==> src/rtl/approx_mac_pkg.sv <==
// Shared types, default sizes and saturating arithmetic for the approximate MAC sequencer.
package approx_mac_pkg;

  localparam int DEF_N       = 16;
  localparam int DEF_ACC_W   = 40;
  localparam int DEF_CNT_W   = 8;
  localparam int DEF_TIMEOUT = 64;

  typedef enum logic [1:0] {
    IDLE  = 2'd0,
    START = 2'd1,
    WAIT  = 2'd2,
    OUT   = 2'd3
  } state_t;

  // Unsigned add that clamps at 2^width-1 instead of wrapping (width <= 64).
  function automatic logic [63:0] sat_add(input logic [63:0] a,
                                          input logic [63:0] b,
                                          input int unsigned width);
    logic [64:0] sum;
    logic [63:0] max_val;
    sum = {1'b0, a} + {1'b0, b};
    if (width >= 64) max_val = '1;
    else             max_val = (64'd1 << width) - 64'd1;
    if (sum > {1'b0, max_val}) sat_add = max_val;
    else                       sat_add = sum[63:0];
  endfunction

endpackage

==> src/rtl/sat_accumulator.sv <==
// Saturating sum-of-products and pair counter with frame clear.
module sat_accumulator
  import approx_mac_pkg::*;
#(
  parameter int N     = DEF_N,
  parameter int ACC_W = DEF_ACC_W,
  parameter int CNT_W = DEF_CNT_W
) (
  input  logic             clk,
  input  logic             rst,
  input  logic             clear,
  input  logic             en,
  input  logic [N-1:0]     addend,
  output logic [ACC_W-1:0] acc,
  output logic [CNT_W-1:0] count
);

  logic [ACC_W-1:0] acc_reg;
  logic [CNT_W-1:0] count_reg;

  // Clear wins over enable; both registers clamp at all-ones rather than wrap.
  always_ff @(posedge clk) begin
    if (rst || clear) begin
      acc_reg   <= '0;
      count_reg <= '0;
    end else if (en) begin
      acc_reg   <= ACC_W'(sat_add(64'(acc_reg), 64'(addend), ACC_W));
      count_reg <= CNT_W'(sat_add(64'(count_reg), 64'd1, CNT_W));
    end
  end

  assign acc   = acc_reg;
  assign count = count_reg;

endmodule

==> src/rtl/approx_mac_sequencer.sv <==
// Feeds operand pairs to the approximate multiplier, accumulates the products
// per frame and reports sum/count/error; a watchdog aborts hung multiplies.
module approx_mac_sequencer
  import approx_mac_pkg::*;
#(
  parameter int N       = DEF_N,
  parameter int ACC_W   = DEF_ACC_W,
  parameter int CNT_W   = DEF_CNT_W,
  parameter int TIMEOUT = DEF_TIMEOUT
) (
  input  logic             clk,
  input  logic             rst,
  input  logic             in_valid,
  output logic             in_ready,
  input  logic [N-1:0]     in_a,
  input  logic [N-1:0]     in_b,
  input  logic             in_last,
  output logic             mul_start,
  output logic             mul_reset,
  output logic [N-1:0]     mul_inp1,
  output logic [N-1:0]     mul_inp2,
  input  logic             mul_done,
  input  logic [N-1:0]     mul_result,
  output logic             out_valid,
  input  logic             out_ready,
  output logic [ACC_W-1:0] out_sum,
  output logic [CNT_W-1:0] out_count,
  output logic             out_err
);

  // Watchdog only needs to reach TIMEOUT-1.
  localparam int WD_W = (TIMEOUT > 2) ? $clog2(TIMEOUT) : 1;

  state_t          state_reg;
  logic [N-1:0]    a_reg;
  logic [N-1:0]    b_reg;
  logic            last_reg;
  logic            err_reg;
  logic [WD_W-1:0] wd_reg;

  logic accept;
  logic done_hit;
  logic timeout_hit;
  logic frame_clear;

  // Handshake and completion decode; done beats a simultaneous timeout.
  always_comb begin
    in_ready    = (state_reg == IDLE) && !rst;
    accept      = in_valid && in_ready;
    done_hit    = (state_reg == WAIT) && mul_done;
    timeout_hit = (state_reg == WAIT) && !mul_done && (wd_reg == WD_W'(TIMEOUT - 1));
    frame_clear = (state_reg == OUT) && out_ready;
  end

  // Control outputs are decoded straight from the state register.
  always_comb begin
    mul_start = (state_reg == START);
    mul_reset = rst || timeout_hit;
    out_valid = (state_reg == OUT);
    out_err   = err_reg;
    mul_inp1  = a_reg;
    mul_inp2  = b_reg;
  end

  // Sequencer FSM with operand capture, watchdog and frame error flag.
  always_ff @(posedge clk) begin
    if (rst) begin
      state_reg <= IDLE;
      a_reg     <= '0;
      b_reg     <= '0;
      last_reg  <= 1'b0;
      err_reg   <= 1'b0;
      wd_reg    <= '0;
    end else begin
      case (state_reg)
        IDLE: begin
          if (accept) begin
            a_reg     <= in_a;
            b_reg     <= in_b;
            last_reg  <= in_last;
            state_reg <= START;
          end
        end
        START: begin
          // mul_done may still be high from the previous op; it is ignored here.
          wd_reg    <= '0;
          state_reg <= WAIT;
        end
        WAIT: begin
          if (done_hit || timeout_hit) begin
            if (timeout_hit) err_reg <= 1'b1;
            state_reg <= last_reg ? OUT : IDLE;
          end else begin
            wd_reg <= wd_reg + WD_W'(1);
          end
        end
        OUT: begin
          if (out_ready) begin
            err_reg   <= 1'b0;
            state_reg <= IDLE;
          end
        end
        default: state_reg <= IDLE;
      endcase
    end
  end

  sat_accumulator #(
    .N     (N),
    .ACC_W (ACC_W),
    .CNT_W (CNT_W)
  ) u_acc (
    .clk    (clk),
    .rst    (rst),
    .clear  (frame_clear),
    .en     (done_hit),
    .addend (mul_result),
    .acc    (out_sum),
    .count  (out_count)
  );

endmodule
==> config.mk <==
export PLATFORM = sky130hd
export DESIGN_NAME = approx_mac_sequencer
export DESIGN_NICKNAME = d
export VERILOG_FILES = /design/src/rtl/approx_mac_pkg.sv /design/src/rtl/sat_accumulator.sv /design/src/rtl/approx_mac_sequencer.sv
export SDC_FILE = /design/constraint.sdc
export NUM_CORES = 1
export LEC_CHECK = 0
export BUFFER_PORTS_ARGS = -buffer_cell sky130_fd_sc_hd__buf_2
export CAP_MARGIN = 30
export CORE_UTILIZATION = 42
export DETAILED_ROUTE_END_ITERATION = 6
export PLACE_DENSITY_LB_ADDON = 0.12
export SLEW_MARGIN = 20
export SYNTH_ARGS = -nofsm -noshare
export SYNTH_HDL_FRONTEND = slang
export SYNTH_SLANG_ARGS = --single-unit
==> constraint.sdc <==
create_clock -name clk -period 4.66 [get_ports clk]
set_input_delay 0 -clock clk [delete_from_list [all_inputs] [get_ports clk]]
set_output_delay 0 -clock clk [all_outputs]
set_load 0.01 [all_outputs]
[After elaboration in Yosys (flattened, before gate mapping)]
Cells that the tools add are included.
Operators by class
  $add $sub $neg: 3
  magnitude comparators: 2
  eq/ne operators: 9
  multiplexer cells: 17
  reductions and logical operators: 18
Operator list (number)
  2-to-1 mux 64 bit: 4
  greater-than comparator 41 x 64 -> 1 bit: 1
  greater-than comparator 9 x 64 -> 1 bit: 1
  adder 40 x 16 -> 41 bit: 1
  2-to-1 mux 40 bit: 1
  case mux 6 bit (2 select lines): 1
  adder 8 x 1 -> 9 bit, second input constant: 1
  2-to-1 mux 2 bit: 4
  2-to-1 mux 8 bit: 1
  case mux 2 bit (4 select lines): 1
  adder 6 x 1 -> 6 bit, second input constant: 1
  == test 6 bit, second input constant: 1
  logical AND 1 bit: 6
  2-to-1 mux 6 bit: 1
  inequality test 2 bit, second input constant: 3
  == test 2 bit, second input constant: 2
  inequality test 2 x 1 -> 1 bit, second input constant: 2
  AND reduction 2 bit: 2
  AND reduction 4 bit: 1
  nonzero test 2 bit: 2
  logical OR 1 bit: 3
  2-to-1 mux 1 bit: 3
  AND reduction 3 bit: 1
  == test 2 x 1 -> 1 bit, second input constant: 1
  3 further kinds: 4
Storage, ports and cells
  flip-flop bits (word level): 90
  bits of input ports: 54
  output and inout port bits: 85

[Longest topological paths before layout]
  depth in word-level cells: 6
  mapped depth: 11
  mapped depth without buffers: 10

[Modules after synthesis]
From an unflattened synthesis, not the netlist that was laid out.
Unflattened totals
  cell total of the unflattened synthesis: 563
  area, all modules: 4720.8 um^2
By module, submodules not included
  sat_accumulator: times used 1, cells each 357, area an instance 3054.2 um^2, seq. area each 960.9 um^2
  approx_mac_sequencer: times used 1, cells each 206, area an instance 1666.6 um^2, seq. area each 840.8 um^2

[Worst setup path after synthesis]
OpenSTA, ideal clock, no wires.
  path type: register to register
  start point: reg u_acc.acc_reg[0], in the netlist u_acc.acc[0]
  end point: reg u_acc.acc_reg[30], in the netlist u_acc.acc[30]
  library setup time: 0.132 ns
  arrival: 2.202 ns
  data required time: 4.528 ns
  path slack: 2.326 ns
  stages on the path, launching flop included: 11
  period minus slack after synthesis: 2.334 ns
  cells stage by stage: dfxtp_1 > ha_1 > inv_1 > fa_1 > nor2b_1 > o2111ai_1 > a21oi_2 > o31ai_4 > nor4_1 > xnor2_1 > a21oi_1
On the way
  word-level cells in the longest chain between the ends: 3
RTL lines
  from (decl): line sat_accumulator.sv:18  | logic [ACC_W-1:0] acc_reg;
  from (signal assigned): line sat_accumulator.sv:27  | acc_reg <= ACC_W'(sat_add(64'(acc_reg), 64'(addend), ACC_W));
  adder 40 x 16 -> 41 bit (*): line approx_mac_pkg.sv:22  | sum = {1'b0, a} + {1'b0, b};
  greater-than comparator 41 x 64 -> 1 bit: line approx_mac_pkg.sv:25  | if (sum > {1'b0, max_val}) sat_add = max_val;
  2-to-1 mux 40 bit (*): line approx_mac_pkg.sv:25
Mark *: on every way between the ends. The rest lies on a longest branch, timed or not.
A chain may end at the register's enable or synchronous reset.

[Worst setup path after layout]
  start point: reg u_acc.acc_reg[0], in the netlist u_acc.acc[0]
  end point: reg u_acc.acc_reg[39], in the netlist u_acc.acc[39]
Same word-level chain as after synthesis.

==> impl_metrics.toml <==
[critical_path]
startpoint_type = "register"
cp_num_buf_inv = 1
path_max_fanout = 12
cp.required_ns = 4.96
critical-path-top-delay-family = "simple AND/OR/NAND/NOR gates"
worst_path_max_delay_cell = "sky130_fd_sc_hd__fa_1"
worstPathArrival_ns = 3.07
end_kind = "register"
path_cells = "ha_1 -> inv_1 -> fa_1 -> nor2b_1 -> o2111ai_1 -> a21oi_2 -> o31a_1 -> nand2_1 -> and3_1 -> nor3_1"
crit_type = "reg -> reg"
worst_path_largest_cell_delay_ns = 0.40

[synthesis]
synth_top_family_by_area = "simple AND/OR/NAND/NOR gates"
count_of_flip_flops_with_a_built_in_enable_after_synthesis = 0
synth_compound_area_frac = 0.215
post_synth.cell_area_avg_um2 = 8.23
synthesized_cell_area_mm2 = 0.00452
synth-seq-cells = 90
synth-simple-area-share = 0.242
synthesis.yosys.warnings = 0
yosys.area_share.adder = 0.0543
yosysUniqueCellTypes = 63
synth_xor_xnor_area_share = 0.0523
postSynth.asyncResetShare = 0
synth_mux_area_frac = 0.00249
synth.net_count = 622
synth_cells = 549
seq_area_frac_synth = 0.399
ys_dominant_reg_cell = "sky130_fd_sc_hd__dfxtp_1"

[global_routing]
gr-total-overflow = 0
antenna_found_initial = 0
track_usage = 0.222
grt_pass1_vias = 4313
grt_start_max_net_pins = 68
wire_length_of_the_first_global_routing_pass_um = 20000

[route]
number_of_vias_in_the_routed_layout = 4587
post-route-drc-count = 0
post_dr_vias_cell = 5.39
firstDrtPassIters = 5
route.detailed.wl_per_inst_um = 14.1
postRouteAntennaNets = 0
detail_route.iter0.violations = 200
route.final.wire_length_um = 12000

[sta]
setup_viol = 0
fin_crit_ns = 2.78
final-max-slew-violation-count = 0
finalCritPeriodShare = 0.596
fin_skew_ns = 0.0103
finalSetupTns_ns = 0
tightest_slew_ns = 0.801
setup_slack_ns = 1.88
peak_clock_frequency_supported_by_timing_mhz = 360
final-hold-violation-count = 0
unrepaired_setup_endpoints_after_global_routing = "no"
slew_headroom = 0.466

[final_layout]
areaGrowthSynthToFinish_pct = 29.9
filler_cell_count = 1044
final-instance-count-excl-fill = 851
area.sequential_mm2 = 0.00180
max_ffs_per_register = 40
num-nets-final = 784
multiInputGateArea_mm2 = 0.00256
finalCoreUtilization = 0.566
layout-drive-gt1-share = 0.239
antenna_cells = 0

[placed_design]
dpl_worst_slack_ns = 1.89
gp_congestion = 0.832
dpl.hpwl_um = 8160
dp.cells = 797
placement.io_buffers = 138

[floorplan]
core.rowCount = 37
die_width_um = 106
design.die.area_mm2 = 0.0112
design.portCount = 139
initial_utilization = 0.436
core_region_area_mm2 = 0.0104
die_y_um = 106

[clock_tree]
ctsHoldBuffers = 35
number_of_buffers_created_by_cts = 9
clkSinkCount = 90
tritoncts = "done"
cts_max_level = 3
post_cts.repair.setup_buffers = 0
clock-root-buffer = "sky130_fd_sc_hd__clkbuf_8"
clock_latency_late_sink_ns = 0.37
post_cts_resize_count = 0
clock_path_buffers = 2
clk_pin_slew_ns = 0.08

[run_status]
run_status = "completed"

[min_path]
timing.hold.worst.class = "in -> reg"

[run]
max_cap_viol_count = 0

[power]
static-leakage-power_nw = 2.52
power_density_mw_per_mm2 = 302
ir_drop_mv = 0.225
==> routing by layer <==
metal / track usage / wire, um
met5: 0 / 0
met1: 0.269 / 5410
met4: 0.105 / 285
met2: 0.373 / 5730
met3: 0.0482 / 564
==> path summary, 6_finish.rpt <==
| kind | from | cells past startpoint | slack, ns | end |
|---|---|---|---|---|
| worst max-delay path | u_acc.acc[0] | 10 | 1.88 | u_acc.acc[39] |
| worst max register to register | u_acc.acc[0] | 10 | 1.88 | u_acc.acc[39] |
| worst min register to register | mul_inp2[12] | 2 | 0.48 | mul_inp2[12] |
| worst min-delay path | mul_result[0] | 3 | 0.04 | u_acc.acc[0] |
==> kinds of logic (layout without fill, tap and decap cells) <==
kind of cell,after synthesis,in the layout
adder cells (fa/ha/maj),19,19
buffers and inverters,37,203
multiplexers,1,1
AO/OA/AOI/OAI,161,161
XOR/XNOR,27,27
flip-flops,90,90
AND/OR/NAND/NOR,214,214
==> worst reg2reg max path, cell delays in order (launching register included) <==
cell                        delay (ns)
sky130_fd_sc_hd__dfxtp_1          0.36
sky130_fd_sc_hd__ha_1             0.18
sky130_fd_sc_hd__inv_1            0.06
sky130_fd_sc_hd__fa_1             0.40
sky130_fd_sc_hd__nor2b_1          0.18
sky130_fd_sc_hd__o2111ai_1        0.17
sky130_fd_sc_hd__a21oi_2          0.32
sky130_fd_sc_hd__o31a_1           0.29
sky130_fd_sc_hd__nand2_1          0.34
sky130_fd_sc_hd__and3_1           0.29
sky130_fd_sc_hd__nor3_1           0.12
==> synth_stat cells (2+ instances only) <==
master	number	area (um^2)
sky130_fd_sc_hd__xor2_1	17	149
sky130_fd_sc_hd__nand3_1	20	100
sky130_fd_sc_hd__a21oi_1	50	250
sky130_fd_sc_hd__nand2b_1	36	225
sky130_fd_sc_hd__nor2_1	35	131
sky130_fd_sc_hd__and4_1	3	26.3
sky130_fd_sc_hd__dfxtp_1	90	1800
sky130_fd_sc_hd__nand2_1	56	210
sky130_fd_sc_hd__nor4_1	6	37.5
sky130_fd_sc_hd__o211ai_1	2	15.0
sky130_fd_sc_hd__and3_1	11	68.8
sky130_fd_sc_hd__nand4b_1	2	17.5
sky130_fd_sc_hd__and2_1	5	31.3
sky130_fd_sc_hd__a21o_1	9	67.6
sky130_fd_sc_hd__o21bai_1	2	15.0
sky130_fd_sc_hd__buf_2	5	25.0
sky130_fd_sc_hd__a31oi_1	8	50.1
sky130_fd_sc_hd__inv_1	10	37.5
sky130_fd_sc_hd__nand4_1	7	43.8
sky130_fd_sc_hd__nor3_1	19	95.1
sky130_fd_sc_hd__clkbuf_1	17	63.8
sky130_fd_sc_hd__a41oi_1	2	17.5
sky130_fd_sc_hd__a311oi_1	4	35.0
sky130_fd_sc_hd__nor2b_1	2	12.5
sky130_fd_sc_hd__xnor2_1	10	87.6
sky130_fd_sc_hd__a211oi_1	3	22.5
sky130_fd_sc_hd__ha_1	18	225
sky130_fd_sc_hd__nand3b_1	2	15.0
sky130_fd_sc_hd__o21ai_0	62	310
sky130_fd_sc_hd__o2111ai_1	2	17.5
sky130_fd_sc_hd__or2_2	2	12.5
==> placed cells by master, fill, tap and decap left out, types with 3 or more instances in the layout <==
| cell type | n |
|---|---|
| sky130_fd_sc_hd__inv_1 | 10 |
| sky130_fd_sc_hd__nand2_1 | 56 |
| sky130_fd_sc_hd__ha_1 | 18 |
| sky130_fd_sc_hd__xnor2_1 | 10 |
| sky130_fd_sc_hd__xor2_1 | 17 |
| sky130_fd_sc_hd__nand4_1 | 7 |
| sky130_fd_sc_hd__nand2b_1 | 36 |
| sky130_fd_sc_hd__and2_1 | 4 |
| sky130_fd_sc_hd__o21ai_0 | 62 |
| sky130_fd_sc_hd__a31oi_1 | 8 |
| sky130_fd_sc_hd__and3_1 | 11 |
| sky130_fd_sc_hd__dlygate4sd3_1 | 35 |
| sky130_fd_sc_hd__dfxtp_1 | 90 |
| sky130_fd_sc_hd__nor4_1 | 6 |
| sky130_fd_sc_hd__a21o_1 | 9 |
| sky130_fd_sc_hd__and4_1 | 3 |
| sky130_fd_sc_hd__a311oi_1 | 4 |
| sky130_fd_sc_hd__a21oi_1 | 49 |
| sky130_fd_sc_hd__nor2_1 | 35 |
| sky130_fd_sc_hd__nand3_1 | 20 |
| sky130_fd_sc_hd__clkbuf_8 | 11 |
| sky130_fd_sc_hd__nor3_1 | 19 |
| sky130_fd_sc_hd__a211oi_1 | 3 |
| sky130_fd_sc_hd__buf_2 | 139 |
==> cell type report <==
type                    instances  area share
flip-flops and latches         90       0.307
clock inverters                 4     0.00874
well taps                     136      0.0290
repair buffers                177       0.186
multi-input cells             422       0.437
inverters                      11     0.00704
clock buffers                  11      0.0258
==> through the flow <==
stage	hold WS, ns	power, mW	cell area [um^2]
finish	0.0399	1.77	5870
global route	0.0628	1.87	5870
CTS	0.0119	1.79	5820
detailed placement	0.198	1.20	5270
global placement	0.193	1.20	5270
floorplan	0.0515	1.09	4520
==> power breakdown <==
part	switching, mW	leakage (nW)	internal (mW)	total [mW]
sequential	0.0321	0.732	0.817	0.849
combinational	0.209	1.69	0.159	0.369
clock	0.279	0.101	0.274	0.554
total	0.521	2.52	1.25	1.77
Note: power is estimated with default switching activity, not from simulation.
